**config.mk**
```make
export PLATFORM = sky130hd
export DESIGN_NAME = ac_motor_ramp_control
export DESIGN_NICKNAME = d
export VERILOG_FILES = /design/src/rtl/ac_motor_ramp_control.sv
export SDC_FILE = /design/constraint.sdc
export NUM_CORES = 1
export LEC_CHECK = 0
export ABC_AREA = 1
export BUFFER_PORTS_ARGS = -buffer_cell sky130_fd_sc_hd__buf_2
export CELL_PAD_IN_SITES_DETAIL_PLACEMENT = 0
export CELL_PAD_IN_SITES_GLOBAL_PLACEMENT = 2
export CORE_ASPECT_RATIO = 2
export CORE_UTILIZATION = 29
export DETAILED_ROUTE_END_ITERATION = 8
export GPL_TIMING_DRIVEN = 0
export PLACE_DENSITY = 0.88
export SLEW_MARGIN = 30
export SYNTH_ARGS = -nofsm -noshare
export SYNTH_HDL_FRONTEND = slang
export SYNTH_SLANG_ARGS = --single-unit
```
**constraint.sdc**
```tcl
create_clock -name clk -period 2.25 [get_ports clk]
set_clock_uncertainty 0.1 [all_clocks]
set_input_delay 0.1125 -clock clk [delete_from_list [all_inputs] [get_ports clk]]
set_output_delay 0.1125 -clock clk [all_outputs]
set_load 0.01 [all_outputs]
```
**src/rtl/ac_motor_ramp_control.sv**
```systemverilog
// ac_motor_ramp_control: bootstrap, V/f ramp and fault sequencer for the inverter chain (option: AC_MOTOR_RAMP_CTRL_BOOST_EN adds V_BOOST to u_str)
module ac_motor_ramp_control #(
  parameter int BOOT_CYCLES = 5000,
  parameter int FREQ_STEP   = 1,
  parameter int VF_GAIN     = 256,
  parameter int V_BOOST     = 200
) (
  input  logic        clk,
  input  logic        rst,
  input  logic        start,
  input  logic        stop,
  input  logic        fault_in,
  input  logic        clear_fault,
  input  logic [11:0] target_freq,
  input  logic [15:0] ramp_div,
  output logic [11:0] frequency,
  output logic [11:0] u_str,
  output logic        enable,
  output logic        boot_low,
  output logic        running,
  output logic        fault,
  output logic [2:0]  state
);
  typedef enum logic [2:0] {IDLE = 3'd0, BOOT = 3'd1, RAMP = 3'd2, RUN = 3'd3, STOP = 3'd4, FAULT = 3'd5} state_t;
  localparam int BW = BOOT_CYCLES > 1 ? $clog2(BOOT_CYCLES) : 1;
  localparam logic [11:0] STEP = 12'(FREQ_STEP);
`ifdef AC_MOTOR_RAMP_CTRL_BOOST_EN
  localparam bit BOOST_EN = 1'b1;
`else
  localparam bit BOOST_EN = 1'b0;
`endif
  localparam logic [20:0] BOOST = BOOST_EN ? 21'(V_BOOST) : 21'd0;
  state_t state_q, state_d;
  logic [11:0] freq_q, freq_d, u_str_q, u_str_d, diff, toward, down;
  logic [15:0] presc_q, presc_d, div_q, div_d;
  logic [BW-1:0] boot_q, boot_d;
  logic [20:0] vf, v_sum;
  logic tick, up;
  assign tick   = presc_q == div_q;
  assign up     = target_freq > freq_q;
  assign diff   = up ? target_freq - freq_q : freq_q - target_freq;
  assign toward = diff < STEP ? target_freq : up ? freq_q + STEP : freq_q - STEP;
  assign down   = freq_q < STEP ? '0 : freq_q - STEP;
  assign vf      = 21'(freq_q) * 21'(VF_GAIN);
  assign v_sum   = (vf >> 8) + BOOST;
  assign u_str_d = !(state_d inside {RAMP, RUN, STOP}) ? '0 : (v_sum > 21'd4095 ? 12'hFFF : v_sum[11:0]);
  // Sequencer: state transitions, frequency ramp, boot countdown and ramp prescaler
  always_comb begin
    state_d = state_q;
    freq_d  = freq_q;
    boot_d  = boot_q;
    presc_d = tick ? '0 : presc_q + 16'd1;
    div_d   = tick ? ramp_div : div_q;
    case (state_q)
      IDLE: if (start && !stop) begin
        state_d = BOOT;
        boot_d  = BW'(BOOT_CYCLES - 1);
      end
      BOOT: if (stop) state_d = IDLE;
        else if (boot_q == '0) state_d = RAMP;
        else boot_d = boot_q - BW'(1);
      RAMP: if (stop) state_d = STOP;
        else if (freq_q == target_freq) state_d = RUN;
        else if (tick) freq_d = toward;
      RUN: if (stop) state_d = STOP;
        else if (target_freq != freq_q) state_d = RAMP;
      STOP: if (freq_q == '0) state_d = IDLE;
        else if (tick) freq_d = down;
      FAULT: if (clear_fault && !fault_in) state_d = IDLE;
      default: state_d = IDLE;
    endcase
    if (fault_in) begin
      state_d = FAULT;
      freq_d  = '0;
    end
    if (state_d != state_q || !(state_d inside {RAMP, STOP})) begin
      presc_d = '0;
      div_d   = ramp_div;
    end
  end
  // State and datapath registers with synchronous reset
  always_ff @(posedge clk) begin
    if (rst) begin
      state_q <= IDLE;
      freq_q  <= '0;
      u_str_q <= '0;
      presc_q <= '0;
      div_q   <= '0;
      boot_q  <= '0;
    end else begin
      state_q <= state_d;
      freq_q  <= freq_d;
      u_str_q <= u_str_d;
      presc_q <= presc_d;
      div_q   <= div_d;
      boot_q  <= boot_d;
    end
  end
  assign frequency = freq_q;
  assign u_str     = u_str_q;
  assign enable    = state_q inside {RAMP, RUN, STOP};
  assign boot_low  = state_q == BOOT;
  assign running   = state_q == RUN;
  assign fault     = state_q == FAULT;
  assign state     = state_q;
endmodule

```
==> results.cfg <==
[grt]
grtUsageMet3_pct = 2.09
grt_max_degree = 14
grt_util_all_layers_pct = 20.2
grt_pass1_wl_um = 29300
overflow = 0
grt_pass1_vias = 5783
met1_usage_pct = 17.7
grt_use_met2_pct = 41.2
top_usage_layer = met2
antenna_found_initial = 0

[floorplan]
die_w_um = 98.1
io_pins = 65
die_h_um = 194
die-area_um2 = 19000
start_util_pct = 29.4
num_rows = 70
core-area_um2 = 18200

[sta]
fin_crit_sh_pct = 114
slew_viol_final = 0
tns_ns = -11.38
fmax_mhz = 390
slew_headroom_pct = 63.4
hold_viol = 0
tightest_slew_ns = 0.544
grt_setup_unrepaired = yes
setup_viol = 47
setup_slack_ns = -0.317
post-route-min-period_ns = 2.57

[pwr]
power.leakage_uw = 0.00364
p_per_area_nw_per_um2 = 486
vdd_drop_max_uv = 737
total_power_uw = 3770

[worst_setup_path]
critPathKind = flop to flop
cp-end-kind = flop
worst_setup_path_start_kind = flop
crit_arrival_ns = 2.73
worstPathMaxFanout = 7
cp_data_required_time_ns = 2.41

[drt]
drt_pass1_iterations = 8
viasPerCell = 4.81
drt_iter0_drc = 247
ant_nets = 0
drt_wl_total_um = 18900
post-route-drc-count = 2
vias = 5783
avgRoutedWirePerCell_um = 15.7

[run_status]
violations = DRC, setup timing
status = finished with violations

[final_layout]
final_util_pct = 42.5
nets = 1043
multi_input_area_um2 = 4030
fin_area_um2 = 7740
regArea_um2 = 1490
syn2layout_area_growth_pct = 44.7
n_fill_cell = 1938
antennaDiodeCount = 0
drive_gt1_share_pct = 33.6
final-instance-count-excl-fill = 1202

[clock_tree]
cts_root_buf = clkbuf_16
cts_buffers = 9
clock_path_buffers = 2
insertion_delay_ns = 0.33
htreeDepth = 3
clk_pin_slew_ns = 0.06
cts_tree = built
clock-sinks = 72

[logic_synthesis]
synth_cell_type_count = 38
synthFlopType = dfxtp_1
synth_top_area_share_pct = 26.9
synth.largest_area_cell = dfxtp_1
yosys.cell_count.top_type = nand2_1
avgSynthCellArea_um2 = 6.39
synth_seq_area_share_pct = 26.9
synth-edff-count = 0
syn-num-nets = 900
syn_area_um2 = 5350
yosys-top-cells-count = nand2_1, nor2_1, inv_1
async_flop_share_pct = 0
synthCells = 838
yosys_warnings = 0
synthTopCellsByArea = dfxtp_1, nand2_1, nor2_1
ys_ff_latch = 72

[placed_design]
place_area_um2 = 6200
port_buffers = 63
globalplace.congestion = 0.864
place_hpwl_um = 14700
placed_cells_incl_taps = 1117

[worst_hold_path]
hold_path_class = input port to flop

[flow_run]
cap_violations = 0
where the power goes:
group          switching, uW  internal (uW)
Sequential              50.2           1320
Clock                    576            971
Combinational            488            363
Total                   1110           2650
metrics by stage:
step	worst slack, ns	hold WS (ns)
after detailed placement	-0.865	0.238
after floorplan	-0.0165	0.147
after CTS	-0.314	0.0345
final	-0.317	0.0398
after global placement	-0.854	0.236
after global routing	-0.442	0.0576
metal layers:
metal / share of wire (%) / routed length (um) / vias to the layer above
li1: - / - / 2943
met1: 32 / 6130 / 2646
met2: 58 / 10900 / 133
met3: 2.8 / 528 / 61
met4: 7.0 / 1310 / 0
met5: 0 / 0 / -
cells in the final DEF, fill, tap and decap left out, types with 4 or more instances in the layout:
| cell type | synthesis | layout |
|---|---|---|
| o21ai_2 | 2 | 5 |
| buf_8 | 1 | 7 |
| nor2_4 | 11 | 24 |
| inv_2 | 6 | 9 |
| nand3_2 | 2 | 17 |
| nand3b_1 | 4 | 4 |
| xor2_1 | 36 | 36 |
| inv_1 | 102 | 91 |
| nand2_4 | 1 | 12 |
| xnor2_1 | 17 | 17 |
| o21ai_0 | 43 | 31 |
| ha_4 | 0 | 14 |
| ha_2 | 0 | 4 |
| nor2_2 | 8 | 13 |
| a21oi_1 | 39 | 26 |
| or2_2 | 5 | 5 |
| nor3_1 | 7 | 7 |
| nand3_1 | 66 | 51 |
| nand2_1 | 207 | 167 |
| dlygate4sd3_1 | 0 | 16 |
| ha_1 | 28 | 10 |
| buf_2 | 7 | 64 |
| a21oi_2 | 0 | 12 |
| inv_4 | 0 | 5 |
| dfxtp_4 | 0 | 12 |
| nand2_2 | 7 | 35 |
| a31oi_1 | 4 | 4 |
| nor2_1 | 116 | 98 |
| buf_6 | 0 | 8 |
| buf_4 | 3 | 45 |
| dfxtp_1 | 72 | 59 |
| o21ai_1 | 2 | 9 |
| nand4_1 | 18 | 18 |
| clkbuf_16 | 0 | 9 |
critical path: stages, from the launching register on:
cell and delay [ns]:
dfxtp_4 0.38, ha_4 0.31, nand2_4 0.07, nor2_4 0.14, and2_4 0.18, nand2_2 0.05, nand3_2 0.09, nand2_4 0.09
buf_8 0.16, nor2_4 0.10, a21oi_4 0.08, nor2_4 0.18, nand2_4 0.11, buf_8 0.17, nand2_4 0.05, nand3_2 0.06
a21oi_2 0.16
cell families after synthesis:
family / after synthesis / synth area share (%)
adder cells (fa/ha/maj): 28 / 6.54
AO/OA/AOI/OAI: 94 / 9.30
buffers and inverters: 132 / 9.86
flip-flops: 72 / 26.9
XOR/XNOR: 53 / 8.67
AND/OR/NAND/NOR: 459 / 38.7
layout make-up:
type / count / area share, %
plain buffers: 20 / 2.57
clock buffers: 9 / 2.91
clock inverters: 7 / 1.23
inverters: 110 / 5.82
multi-input cells: 634 / 52.1
flip-flops and latches: 72 / 19.2
well taps: 216 / 3.49
repair buffers: 134 / 12.7
registers in the layout, indices dropped and copies added (netlist names):
signal,cells
frequency,12
boot_q,13
presc_q,16
div_q,16
u_str,12
state,3
path summary, 6_finish.rpt:
kind	start	end	slack, ns	cells past startpoint
setup reg to reg	frequency[7]$_SDFFE_PP0P_	frequency[3]$_SDFFE_PP0P_	-0.32	16
hold reg to reg	boot_q[11]$_SDFFE_PP0P_	boot_q[11]$_SDFFE_PP0P_	0.37	1
setup / recovery	frequency[7]$_SDFFE_PP0P_	frequency[3]$_SDFFE_PP0P_	-0.32	16
hold / removal	fault_in	frequency[1]$_SDFFE_PP0P_	0.04	4
timing repair:
item,in CTS,in global routing
setup buffers,41,9
endpoints found under the setup margin,56,62
hold endpoints to repair,16,0
pin swaps,51,27
cloned,5,0
hold buffers,16,0
gates resized for setup,135,60
Note: power is estimated with default switching activity, not from simulation.
